[src/rtl/gcd_pack.sv]
// rtl/gcd_pack.sv - shared types and defaults for the gcd_ci feeder
package gcd_pack;

   localparam int GCD_DATA_W      = 32;
   localparam int GCD_ACK_TIMEOUT = 16;

   typedef enum logic [1:0] {
      IDLE,
      ISSUE,
      WAIT_BUSY,
      WAIT_DONE
   } feeder_state_t;

endpackage

[src/rtl/sync_fifo.sv]
// rtl/sync_fifo.sv - show-ahead synchronous FIFO, reads zero while empty
module sync_fifo #(
   parameter int WIDTH = 32,
   parameter int DEPTH = 8
) (
   input  logic                         clk,
   input  logic                         rst,
   input  logic                         push,
   input  logic [WIDTH-1:0]             din,
   input  logic                         pop,
   output logic [WIDTH-1:0]             dout,
   output logic                         full,
   output logic                         empty,
   output logic [$clog2(DEPTH+1)-1:0]   count
);

   localparam int AW = (DEPTH > 1) ? $clog2(DEPTH) : 1;
   localparam int CW = $clog2(DEPTH+1);

   logic [WIDTH-1:0] mem [DEPTH];
   logic [AW-1:0]    wr_ptr;
   logic [AW-1:0]    rd_ptr;
   logic             do_push;
   logic             do_pop;

   assign do_push = push && !full;
   assign do_pop  = pop && !empty;
   assign full    = (count == CW'(DEPTH));
   assign empty   = (count == '0);
   assign dout    = empty ? '0 : mem[rd_ptr];

   always_ff @(posedge clk) begin
      if (do_push) begin
         mem[wr_ptr] <= din;
      end
   end

   always_ff @(posedge clk) begin
      if (rst) begin
         wr_ptr <= '0;
         rd_ptr <= '0;
         count  <= '0;
      end else begin
         if (do_push) begin
            wr_ptr <= wr_ptr + AW'(1);
         end
         if (do_pop) begin
            rd_ptr <= rd_ptr + AW'(1);
         end
         case ({do_push, do_pop})
            2'b10:   count <= count + CW'(1);
            2'b01:   count <= count - CW'(1);
            default: count <= count;
         endcase
      end
   end

endmodule

[src/rtl/gcd_feeder.sv]
// rtl/gcd_feeder.sv - queues operand pairs, issues them to gcd_ci one at a time,
// and queues the results in input order
module gcd_feeder
   import gcd_pack::*;
#(
   parameter int DATA_W      = GCD_DATA_W,
   parameter int IN_DEPTH    = 8,
   parameter int OUT_DEPTH   = 8,
   parameter int ACK_TIMEOUT = GCD_ACK_TIMEOUT
) (
   input  logic                            clk,
   input  logic                            rst,
   input  logic                            in_valid,
   output logic                            in_ready,
   input  logic [DATA_W-1:0]               in_a,
   input  logic [DATA_W-1:0]               in_b,
   output logic                            out_valid,
   input  logic                            out_ready,
   output logic [DATA_W-1:0]               out_result,
   output logic                            core_clk_en,
   output logic                            core_start,
   output logic [DATA_W-1:0]               core_dataa,
   output logic [DATA_W-1:0]               core_datab,
   input  logic                            core_done,
   input  logic [DATA_W-1:0]               core_result,
   output logic                            busy,
   output logic                            err_timeout,
   output logic [$clog2(IN_DEPTH+1)-1:0]   in_count,
   output logic [$clog2(OUT_DEPTH+1)-1:0]  out_count
);

   localparam int TW = $clog2(ACK_TIMEOUT+1);

   feeder_state_t       state;
   feeder_state_t       state_nxt;
   logic [2*DATA_W-1:0] pair_head;
   logic                in_full;
   logic                in_empty;
   logic                out_full;
   logic                out_empty;
   logic                in_pop;
   logic                load;
   logic                out_push;
   logic                cnt_clr;
   logic                cnt_inc;
   logic                set_err;
   logic [TW-1:0]       wait_cnt;

   assign in_ready    = !in_full;
   assign out_valid   = !out_empty;
   assign core_clk_en = 1'b1;

   sync_fifo #(.WIDTH(2*DATA_W), .DEPTH(IN_DEPTH)) u_in_fifo (
      .clk   (clk),
      .rst   (rst),
      .push  (in_valid && in_ready),
      .din   ({in_a, in_b}),
      .pop   (in_pop),
      .dout  (pair_head),
      .full  (in_full),
      .empty (in_empty),
      .count (in_count)
   );

   sync_fifo #(.WIDTH(DATA_W), .DEPTH(OUT_DEPTH)) u_out_fifo (
      .clk   (clk),
      .rst   (rst),
      .push  (out_push),
      .din   (core_result),
      .pop   (out_valid && out_ready),
      .dout  (out_result),
      .full  (out_full),
      .empty (out_empty),
      .count (out_count)
   );

   always_ff @(posedge clk) begin
      if (rst) begin
         state       <= IDLE;
         wait_cnt    <= '0;
         err_timeout <= 1'b0;
         core_dataa  <= '0;
         core_datab  <= '0;
      end else begin
         state <= state_nxt;
         if (load) begin
            {core_dataa, core_datab} <= pair_head;
         end
         if (cnt_clr) begin
            wait_cnt <= '0;
         end else if (cnt_inc) begin
            wait_cnt <= wait_cnt + TW'(1);
         end
         if (set_err) begin
            err_timeout <= 1'b1;
         end
      end
   end

   // Result room is reserved before issue, so the WAIT_DONE push never overflows.
   always_comb begin
      state_nxt  = state;
      in_pop     = 1'b0;
      load       = 1'b0;
      out_push   = 1'b0;
      core_start = 1'b0;
      busy       = 1'b1;
      cnt_clr    = 1'b0;
      cnt_inc    = 1'b0;
      set_err    = 1'b0;
      case (state)
         IDLE: begin
            busy = 1'b0;
            if (!in_empty && !out_full) begin
               in_pop    = 1'b1;
               load      = 1'b1;
               state_nxt = ISSUE;
            end
         end
         ISSUE: begin
            core_start = 1'b1;
            cnt_clr    = 1'b1;
            state_nxt  = WAIT_BUSY;
         end
         WAIT_BUSY: begin
            if (!core_done) begin
               state_nxt = WAIT_DONE;
            end else if (wait_cnt == TW'(ACK_TIMEOUT-1)) begin
               set_err   = 1'b1;
               state_nxt = IDLE;
            end else begin
               cnt_inc = 1'b1;
            end
         end
         WAIT_DONE: begin
            if (core_done) begin
               out_push  = 1'b1;
               state_nxt = IDLE;
            end
         end
         default: state_nxt = IDLE;
      endcase
   end

endmodule

[config.mk]
export PLATFORM = sky130hd
export DESIGN_NAME = gcd_feeder
export DESIGN_NICKNAME = d
export VERILOG_FILES = /design/src/rtl/gcd_pack.sv /design/src/rtl/sync_fifo.sv /design/src/rtl/gcd_feeder.sv
export SDC_FILE = /design/constraint.sdc
export NUM_CORES = 1
export LEC_CHECK = 0
export CAP_MARGIN = 0
export CORE_MARGIN = 2
export CORE_UTILIZATION = 62
export CTS_BUF_LIST = sky130_fd_sc_hd__clkbuf_4 sky130_fd_sc_hd__clkbuf_8
export DETAILED_ROUTE_END_ITERATION = 8
export PLACE_DENSITY = 0.83
export SLEW_MARGIN = 30
export SYNTH_ARGS = -nofsm -noshare
export SYNTH_HDL_FRONTEND = slang
export SYNTH_HIERARCHICAL = 1
export SYNTH_SLANG_ARGS = --single-unit
[constraint.sdc]
create_clock -name clk -period 13.4 [get_ports clk]
set_input_delay 2.01 -clock clk [delete_from_list [all_inputs] [get_ports clk]]
set_output_delay 2.01 -clock clk [all_outputs]
set_load 0.005 [all_outputs]
* Yosys cells after proc, flatten, opt, wreduce, memory -nomap -nowiden *
Memory sizes are Yosys's and may differ from the RTL's. A register that Yosys moved wholly into a read port is not among the register bits.
Index checks and enable logic that the tools add are counted.

storage, ports and cells
  flip-flop bits (word level) = 28
  latch bits = 0
  bits in writable memories = 768
  memory bits (read-only) = 0
  input port bits = 101
  output and inout bits = 110
  logic and storage cells = 77
  memories = 2

memories
  memory          depth  width  rd ports  clocked after Yosys merged registers in  wr ports  line             RTL
  u_in_fifo.mem   8      64     1         1                                        1         sync_fifo.sv:20  logic [WIDTH-1:0] mem [DEPTH];
  u_out_fifo.mem  8      32     1         1                                        1         sync_fifo.sv:20

operators by class
  add/sub/neg operators = 9
  multipliers = 0
  divide/modulo/power cells = 0
  order comparisons = 0
  equal/unequal tests = 13
  shifts and indexed selects = 0
  mux-type cells = 26
  bitwise operators = 0
  reductions and logical operators = 18

operator list
  cell                 number
  $mux 32              1
  $mux 1               16
  $pmux 4 s2           2
  $add 3x1->3 const B  4
  $add 4x1->4 const B  2
  $eq 2x2->1 const B   4
  $eq 4x4->1 const B   2
  $logic_not 4->1      2
  $mux 2               4
  $pmux 2 s4           1
  $sub 4x1->4 const B  2
  $logic_and 1x1->1    7
  $eq 2x1->1 const B   3
  $mux 3               2
  $add 5x1->5 const B  1
  $eq 5x4->1 const B   1
  $logic_not 1->1      4
  $ne 2x2->1 const B   2
  $reduce_bool 2->1    2
  $ne 3x3->1 const B   1
  $reduce_and 3->1     1
  $logic_not 2->1      1
  $reduce_or 2->1      1

* Depth between registers and ports, before layout *
Gate-level depths: netlist (run 1).

  depth in word-level cells = 8
  depth in mapped cells = 14
  depth with buffers taken out = 12

* Hierarchy *
The synthesis (run 1) kept the hierarchy.

modules (own cells, without submodules)
  module                  times used  cells each  area an instance (µm²)  sequential area each (µm²)
  sync_fifo (u_in_fifo)   1           885         20043.0                 15635.0
  sync_fifo (u_out_fifo)  1           480         10415.0                 7947.6
  gcd_feeder              1           327         2642.5                  1441.4

* Worst setup path after synthesis (run 1) *
No wires, ideal clock.

  path type = in2reg
  from = input in_valid
  to = memory u_in_fifo/mem[0][0] (netlist bit) (enable)
  library setup time = 0.565 ns
  arrival = 7.049 ns
  data required time = 12.835 ns
  path slack = 5.786 ns
  stages = 4
  buffers on the path = 0
  cells stage by stage = nor2b_1 nand2_1 or2_2 nor3_1

on the way
  word-level cells in the longest chain between the ends = 4

ends and longest elaborated chain
  what                          line              RTL
  start, declared               gcd_feeder.sv:13  input logic in_valid,
  $logic_and 1x1->1             gcd_feeder.sv:56  .push (in_valid && in_ready),
  $logic_and 1x1->1             sync_fifo.sv:26   assign do_push = push && !full;
  $mux 1                        sync_fifo.sv:33   if (do_push) begin
  $mux 1 (not written as such)  sync_fifo.sv:34   mem[wr_ptr] <= din;
  end, declared                 sync_fifo.sv:20

No other way between the ends.

==> results.rst, run 1 <==
.. list-table::
   :header-rows: 1

   * - Metric
     - Value
   * - Worst vdd rail ir drop
     - 0.1288 mV
   * - Max-capacitance violation count
     - 0
   * - Total routing resource utilization after global routing
     - 24.12%
   * - Number of cells after detailed placement
     - 2,523
   * - DP Wirelength
     - 35,440 um
   * - Post-Synthesis Mean Instance Area
     - 19.56 um2
   * - Number of global-route vias before repair
     - 17,440
   * - First-pass GRT wire length
     - 100,200 um
   * - Synthesized instance count
     - 1,692
   * - Cell row count
     - 84
   * - Number of buffers created by CTS
     - 135
   * - Post-synth cell types
     - 44
   * - Vert. Die Dim
     - 235.1 um
   * - Count of placed standard cells in the final layout, fillers left out
     - 2,768
   * - Iter 0 DRT Violations
     - 1,398
   * - Area of the placeable core
     - 0.05266 mm2
   * - Endpoints failing hold
     - 0
   * - Most frequently used flop master after synthesis
     - sky130_fd_sc_hd__edfxtp_1
   * - Via-per-instance ratio
     - 5.960
   * - LEAKAGE
     - 0.01199 uW
   * - Die outline width
     - 235.1 um
   * - Wirelength per Cell
     - 23.63 um
   * - Clock-pin slew on the worst setup and hold paths
     - 0.06 ns
   * - Pwr/cell area
     - 162.7 mW/mm2
   * - Worst-case setup slack after placement
     - 8.463 ns
   * - Data required time of the worst path
     - 11.39 ns
   * - Part of the cycle the worst path needs
     - 41.46%
   * - Number of antenna violations at the first check in global routing
     - 3
   * - Total gr overflow
     - 0
   * - Tightest Pin Transition
     - 1.009 ns
   * - TritonRoute pass-1 iters
     - 5
   * - Post-layout min period
     - 5.556 ns
   * - Synth-to-layout area growth
     - 16.33%
   * - Initial Utilization
     - 62.86%
   * - Routed via count
     - 16,498
   * - Number of pins exceeding their max-slew limit in the final report
     - 0
   * - Number of filler instances in the final layout
     - 2,947
   * - Clock Latency Late Sink
     - 0.77 ns
   * - RSZ-0062 raised after global routing
     - false
   * - Setup Fix Bufs, Post-CTS
     - 0
   * - Worst slew margin relative to its limit
     - 32.73%
   * - FFs w/ async S/R, synth
     - 0%
   * - CTS Buffer Depth
     - 3
   * - Minimum hold slack
     - 0.4525 ns
   * - Result of the run
     - finished, final reports clean
   * - Cell at the root of the clock tree
     - sky130_fd_sc_hd__clkbuf_8
   * - Residual DRC count
     - 0
   * - # setup viols final
     - 0
   * - PnR worst setup slack
     - 7.844 ns
   * - Placer's final routability congestion estimate
     - 0.7424
   * - Proportion of synthesized chip area in sequential cells
     - 75.60%
   * - Data arrival at the endpoint of the critical path
     - 3.55 ns
   * - Kind of launch point of the worst setup path
     - flip-flop
   * - Number of synthesized flops with an enable pin
     - 768
   * - Antenna Nets Post-Route
     - 0
   * - Number of nets in the synthesized netlist
     - 1,805
   * - Clock tree skew after final layout
     - 0.02393 ns
   * - Category of the critical setup timing path
     - flip-flop to primary output
   * - Routed WL
     - 65,400 um
   * - Buffers added on ports
     - 209
   * - Start point of the worst min-delay path
     - core_datab[18]
   * - Fraction of final layout cells sized beyond drive strength 1
     - 22.84%
   * - Post-cts resize count
     - 0
   * - Endpoint type of the worst setup path
     - primary output
   * - Total clock sinks
     - 866
   * - Worst hold-check path type
     - flip-flop to flip-flop
   * - Flop and latch count out of synthesis
     - 866
   * - YS warnings
     - 6
   * - Worst r2r src
     - u_in_fifo/count[0]
   * - Top-Level Pins
     - 211
   * - Count of nets after finishing
     - 2,086
   * - Peak clock frequency supported by timing
     - 180.0 MHz
   * - Area of the die
     - 0.05525 mm2
   * - Clock H-tree levels
     - 4
   * - Area of the mapped netlist
     - 0.03310 mm2
   * - Largest fanout of any net on the critical path
     - 42
   * - Final total negative setup slack
     - 0 ns
   * - Cts hold-fix bufs
     - 0
   * - CTS tree
     - built
   * - Largest net degree at the start of global routing
     - 97
==> state kept, by name, indices dropped and copies added, names as in the netlist, named ones only <==
| name | flops |
|---|---|
| u_in_fifo/count | 4 |
| u_out_fifo/mem | 256 |
| u_out_fifo/rd_ptr | 3 |
| wait_cnt | 5 |
| u_in_fifo/mem | 512 |
| u_in_fifo/rd_ptr | 3 |
| u_in_fifo/wr_ptr | 3 |
| core_dataa | 32 |
| err_timeout | 1 |
| state | 2 |
| core_datab | 32 |
| u_out_fifo/count | 4 |
| u_out_fifo/wr_ptr | 3 |
==> cell usage in the layout, fill, tap and decap left out, drive strengths merged, types with 12 or more instances in the layout <==
| master | netlist | layout |
|---|---|---|
| nor2 | 128 | 128 |
| mux2i | 103 | 103 |
| buf | 70 | 29 |
| edfxtp | 768 | 768 |
| mux4 | 192 | 192 |
| dfxtp | 98 | 98 |
| clkinv | 0 | 33 |
| a21oi | 74 | 74 |
| ha | 12 | 12 |
| clkbuf | 22 | 195 |
| nand2 | 140 | 140 |
| clkdlybuf4s50 | 0 | 208 |
==> cell families (layout without fill, tap and decap cells) <==
group / after synthesis / in the layout / synth area share [%]
xor+xnor: 13 / 13 / 0.3440
flops: 866 / 866 / 75.60
compound gates: 85 / 85 / 1.342
fa+ha+maj: 12 / 12 / 0.4536
simple gates: 317 / 317 / 4.169
mux: 297 / 297 / 16.25
buf+inv: 101 / 484 / 1.833
other cells: 1 / 6 / 0.01133
==> routing by layer <==
metal	vias up	routed length, um	track usage (%)
li1	7273	-	-
met1	8439	25420	30.95
met2	669	33730	40.72
met3	115	4668	5.052
met4	2	1568	9.743
met5	-	13	0
==> synth_stat cells (2+ instances only) <==
cell type / n / area share, %
sky130_fd_sc_hd__edfxtp_1: 768 / 70
sky130_fd_sc_hd__mux4_2: 192 / 13
sky130_fd_sc_hd__nand2_1: 139 / 1.6
sky130_fd_sc_hd__nor2_1: 128 / 1.5
sky130_fd_sc_hd__mux2i_1: 103 / 3.1
sky130_fd_sc_hd__dfxtp_1: 98 / 5.9
sky130_fd_sc_hd__a21oi_1: 72 / 1.1
sky130_fd_sc_hd__buf_2: 36 / 0.54
sky130_fd_sc_hd__clkbuf_1: 21 / 0.24
sky130_fd_sc_hd__buf_6: 17 / 0.58
sky130_fd_sc_hd__buf_4: 12 / 0.27
sky130_fd_sc_hd__ha_1: 12 / 0.45
sky130_fd_sc_hd__xor2_1: 10 / 0.26
sky130_fd_sc_hd__nor2b_1: 8 / 0.15
sky130_fd_sc_hd__inv_1: 7 / 0.079
sky130_fd_sc_hd__nand2b_1: 7 / 0.13
sky130_fd_sc_hd__o21ai_0: 7 / 0.11
sky130_fd_sc_hd__buf_1: 5 / 0.057
sky130_fd_sc_hd__nand3_1: 5 / 0.076
sky130_fd_sc_hd__nand3b_1: 4 / 0.091
sky130_fd_sc_hd__nor3_1: 4 / 0.060
sky130_fd_sc_hd__nor4bb_1: 3 / 0.091
sky130_fd_sc_hd__or2_2: 3 / 0.057
sky130_fd_sc_hd__xnor2_1: 3 / 0.079
sky130_fd_sc_hd__a21oi_2: 2 / 0.053
sky130_fd_sc_hd__and3_1: 2 / 0.038
sky130_fd_sc_hd__mux2_2: 2 / 0.068
sky130_fd_sc_hd__nor4b_1: 2 / 0.053
sky130_fd_sc_hd__o31ai_1: 2 / 0.045
sky130_fd_sc_hd__or3_1: 2 / 0.038
sky130_fd_sc_hd__or3b_2: 2 / 0.053
sky130_fd_sc_hd__or4b_4: 2 / 0.083
==> per-stage QoR <==
stage / instance area, um2 / power, uW / utilization, %
floorplan: 33100 / 3814 / -
global placement: 35780 / 4150 / 67.96
detailed placement: 35800 / 4186 / 67.99
CTS: 38460 / 6332 / 73.04
global route: 38490 / 6522 / 73.11
finish: 38500 / 6267 / 73.13
==> where the power goes <==
group	leakage, uW	switching [uW]	internal, uW
Sequential	0.00775	84.0	3100
Combinational	0.00284	538	393
Clock	0.00139	965	1180
==> critical path, stage by stage (launching register included) <==
cell and delay (ns):
sky130_fd_sc_hd__dfxtp_4 0.64, sky130_fd_sc_hd__buf_4 0.74, sky130_fd_sc_hd__mux4_2 0.62, sky130_fd_sc_hd__mux2i_1 0.23, sky130_fd_sc_hd__nor2_1 0.06, sky130_fd_sc_hd__clkdlybuf4s50_1 0.46
==> worst paths after layout <==
kind | endpoint | slack [ns] | cells past startpoint
setup / recovery | out_result[10] | 7.84 | 5
hold / removal | core_datab[18] | 0.45 | 2
setup reg to reg | u_in_fifo/count[3] | 9.32 | 10
hold reg to reg | core_datab[18] | 0.45 | 2
==> cell type report <==
cell class	instances	area, um2	share of cell area, %
flip-flops and latches	866	25040	65.04
inverters	8	30.03	0.07799
multi-input cells	725	7565	19.65
repair buffers	237	2338	6.073
diodes	5	12.51	0.03249
well taps	688	860.8	2.236
clock inverters	44	266.5	0.6921
clock buffers	195	2390	6.207
Power figures use the tool's default switching activity.
==> run 2: changes to the inputs <==
--- a/config.mk
+++ b/config.mk
@@ -7,10 +7,10 @@
 export LEC_CHECK = 0
 export CAP_MARGIN = 0
 export CORE_MARGIN = 2
-export CORE_UTILIZATION = 62
+export CORE_UTILIZATION = 55
 export CTS_BUF_LIST = sky130_fd_sc_hd__clkbuf_4 sky130_fd_sc_hd__clkbuf_8
 export DETAILED_ROUTE_END_ITERATION = 8
-export PLACE_DENSITY = 0.83
+export PLACE_DENSITY = 0.78
 export SLEW_MARGIN = 30
 export SYNTH_ARGS = -nofsm -noshare
 export SYNTH_HDL_FRONTEND = slang
==> constraint.sdc (replaced) <==
create_clock -name clk -period 4.45 [get_ports clk]
set_input_delay 0.6675 -clock clk [delete_from_list [all_inputs] [get_ports clk]]
set_output_delay 0.6675 -clock clk [all_outputs]
set_load 0.005 [all_outputs]
==> run 2 against run 1 <==
  * Non-clock buffer count increased by 9
  * Critical path depth stayed put
  * Routed wire length rose by 1.9%
  * Utilization fell by 7.4 points
  * Power increased to 3.1 times the previous value
  * Hold slack got worse by 0.079 ns
  * Register-to-register slack lost 8.2 ns
  * Cell count is 3.6% higher
  * Sequential share of layout area is 0.71 points lower
==> results.rst, run 2 (synthesized netlist as in run 1, its figures left out) <==
.. list-table::
   :header-rows: 1

   * - Metric
     - Value
   * - Post-layout min period
     - 3.768 ns
   * - Area of the die
     - 0.06216 mm2 (was 0.05525 mm2)
   * - Category of the critical setup timing path
     - flip-flop to primary output (unchanged)
   * - Total gr overflow
     - 0 (unchanged)
   * - Via-per-instance ratio
     - 5.764 (was 5.960)
   * - Count of nets after finishing
     - 2,097 (was 2,086)
   * - Vert. Die Dim
     - 249.3 um (was 235.1 um)
   * - Worst slew margin relative to its limit
     - 39.81% (was 32.73%)
   * - Endpoint type of the worst setup path
     - primary output (unchanged)
   * - RR Endpoint
     - u_in_fifo/count[2] (was u_in_fifo/count[3])
   * - Sequential cell area
     - 0.02504 mm2 (unchanged)
   * - Fraction of final layout cells sized beyond drive strength 1
     - 23.27% (was 22.84%)
   * - Clock-pin slew on the worst setup and hold paths
     - 0.06 ns (about the same)
   * - Top-Level Pins
     - 211 (unchanged)
   * - LEAKAGE
     - 0.01212 uW (was 0.01199 uW)
   * - Data required time of the worst path
     - 3.78 ns (was 11.39 ns)
   * - TritonRoute pass-1 iters
     - 5 (unchanged)
   * - Final total negative setup slack
     - 0 ns (unchanged)
   * - Number of global-route vias before repair
     - 17,359 (was 17,440)
   * - Antenna Nets Post-Route
     - 0 (unchanged)
   * - Number of cells after detailed placement
     - 2,618 (was 2,523)
   * - Total routing resource utilization after global routing
     - 21.94% (was 24.12%)
   * - Wirelength per Cell
     - 23.24 um (was 23.63 um)
   * - Worst hold-check path type
     - input port to flip-flop (was flip-flop to flip-flop)
   * - Endpoints failing hold
     - 0 (unchanged)
   * - Setup Fix Bufs, Post-CTS
     - 0 (unchanged)
   * - Clock Latency Late Sink
     - 0.78 ns (was 0.77 ns)
   * - Number of filler instances in the final layout
     - 3,833 (was 2,947)
   * - CTS Buffer Depth
     - 3 (unchanged)
   * - Largest registers
     - u_in_fifo/mem: 512 flops, u_out_fifo/mem: 256 flops (unchanged)
   * - Worst Reg2Reg Path Length in Cells
     - 10 (unchanged)
   * - Hold Crit Endpoint
     - err_timeout (was core_datab[18])
   * - DP Wirelength
     - 37,840 um (was 35,440 um)
   * - Post-cts resize count
     - 0 (unchanged)
   * - Area of the placeable core
     - 0.05924 mm2 (was 0.05266 mm2)
   * - RSZ-0062 raised after global routing
     - false (unchanged)
   * - Count of placed standard cells in the final layout, fillers left out
     - 2,868 (was 2,768)
   * - Largest net degree at the start of global routing
     - 97 (unchanged)
   * - Routed via count
     - 16,531 (was 16,498)
   * - Buffers added on ports
     - 209 (unchanged)
   * - CTS tree
     - built (unchanged)
   * - Peak clock frequency supported by timing
     - 265.4 MHz
   * - Part of the cycle the worst path needs
     - 84.67%
   * - Number of buffers created by CTS
     - 137 (was 135)
   * - Number of pins exceeding their max-slew limit in the final report
     - 0 (unchanged)
   * - Initial Utilization
     - 55.87% (was 62.86%)
   * - Result of the run
     - finished, final reports clean (unchanged)
   * - Residual DRC count
     - 0 (unchanged)
   * - Total clock sinks
     - 866 (unchanged)
   * - Most common cell after layout, fill and taps aside
     - sky130_fd_sc_hd__edfxtp_1 (unchanged)
   * - Kind of launch point of the worst setup path
     - flip-flop (unchanged)
   * - Routed WL
     - 66,640 um (was 65,400 um)
   * - Data arrival at the endpoint of the critical path
     - 3.10 ns (was 3.55 ns)
   * - Clock tree skew after final layout
     - 0.03247 ns (was 0.02393 ns)
   * - Start point of the worst min-delay path
     - rst (was core_datab[18])
   * - Max-capacitance violation count
     - 0 (unchanged)
   * - Placer's final routability congestion estimate
     - 0.7288 (was 0.7424)
   * - Iter 0 DRT Violations
     - 1,111 (was 1,398)
   * - PnR worst setup slack
     - 0.6823 ns (was 7.844 ns)
   * - Flip-flop count of the largest register, all copies and words added
     - 512 (unchanged)
   * - Hold depth
     - 2 (unchanged)
   * - Synth-to-layout area growth
     - 17.60% (was 16.33%)
   * - Commonest non-fill, non-tap cells in the layout
     - 768 x sky130_fd_sc_hd__edfxtp_1, 208 x sky130_fd_sc_hd__clkdlybuf4s50_1, 192 x sky130_fd_sc_hd__mux4_2 (unchanged)
   * - Die outline width
     - 249.3 um (was 235.1 um)
   * - Worst-case setup slack after placement
     - 1.199 ns (was 8.463 ns)
   * - Largest fanout of any net on the critical path
     - 26 (was 42)
   * - Cts hold-fix bufs
     - 0 (unchanged)
   * - Area used by multi-input combinational logic
     - 0.007577 mm2 (was 0.007565 mm2)
   * - Clock H-tree levels
     - 4 (unchanged)
   * - Reg2Reg Setup Slack
     - 1.16 ns (was 9.32 ns)
   * - Worst vdd rail ir drop
     - 0.4330 mV (was 0.1288 mV)
   * - Cell at the root of the clock tree
     - sky130_fd_sc_hd__clkbuf_8 (unchanged)
   * - Worst r2r src
     - u_in_fifo/count[0] (unchanged)
   * - Tightest Pin Transition
     - 0.9029 ns (was 1.009 ns)
   * - First-pass GRT wire length
     - 101,900 um (was 100,200 um)
   * - Pwr/cell area
     - 492.7 mW/mm2 (was 162.7 mW/mm2)
   * - Number of antenna violations at the first check in global routing
     - 10 (was 3)
   * - Register containing the most flip-flops in the final layout
     - u_in_fifo/mem (unchanged)
   * - Cell row count
     - 89 (was 84)
   * - # setup viols final
     - 0 (unchanged)
run 2: layout make-up:
cell class / count / share of cell area, %
flip-flops and latches: 866 / 64.33
multi-input cells: 725 / 19.47
repair buffers: 246 / 6.477
clock buffers: 191 / 6.046
well taps: 773 / 2.485
clock inverters: 57 / 1.109
inverters: 8 / 0.07714
diodes: 2 / 0.01286
run 2: critical path, cell delays in order (launching register included):
cell                              delay [ns]
sky130_fd_sc_hd__dfxtp_4                0.67
sky130_fd_sc_hd__buf_4                  0.40
sky130_fd_sc_hd__mux4_2                 0.54
sky130_fd_sc_hd__mux2i_1                0.18
sky130_fd_sc_hd__nor2_1                 0.07
sky130_fd_sc_hd__clkdlybuf4s50_1        0.48
run 2: how the worst max path moves through the flow:
stage,slack (ns),end,depth (start not counted)
finish,0.68,out_result[26],5
global route,0.42,out_result[1],5
CTS,0.55,out_result[1],5
detailed placement,1.20,u_in_fifo/count[2],10
global placement,1.31,u_in_fifo/mem[6][36],6
floorplan,-0.08,u_in_fifo/mem[2][0],4
run 2: layer usage:
metal	share of wire (%)	track usage [%]	vias up
met2	52	37.35	552
met1	38	26.77	8537
li1	-	-	7308
met4	2.3	8.417	16
met5	0.16	0	-
met3	7.5	6.249	118
run 2: where the power goes:
| group | switching (uW) | internal, uW | leakage [uW] |
|---|---|---|---|
| clock | 3010 | 3730 | 0.00146 |
| combinational | 1640 | 1210 | 0.00291 |
| sequential | 248 | 9340 | 0.00775 |
| total | 4900 | 14300 | 0.0121 |
run 2: per-stage QoR:
step	util [%]	hold WS [ns]	power (uW)	cell area (um2)
after floorplan	-	0.4527	11470	33110
after global placement	60.95	0.4440	12540	36110
final	65.71	0.3736	19180	38930
after CTS	65.69	0.3385	19390	38920
after global routing	65.71	0.3962	20000	38930
after detailed placement	60.99	0.4469	12620	36130
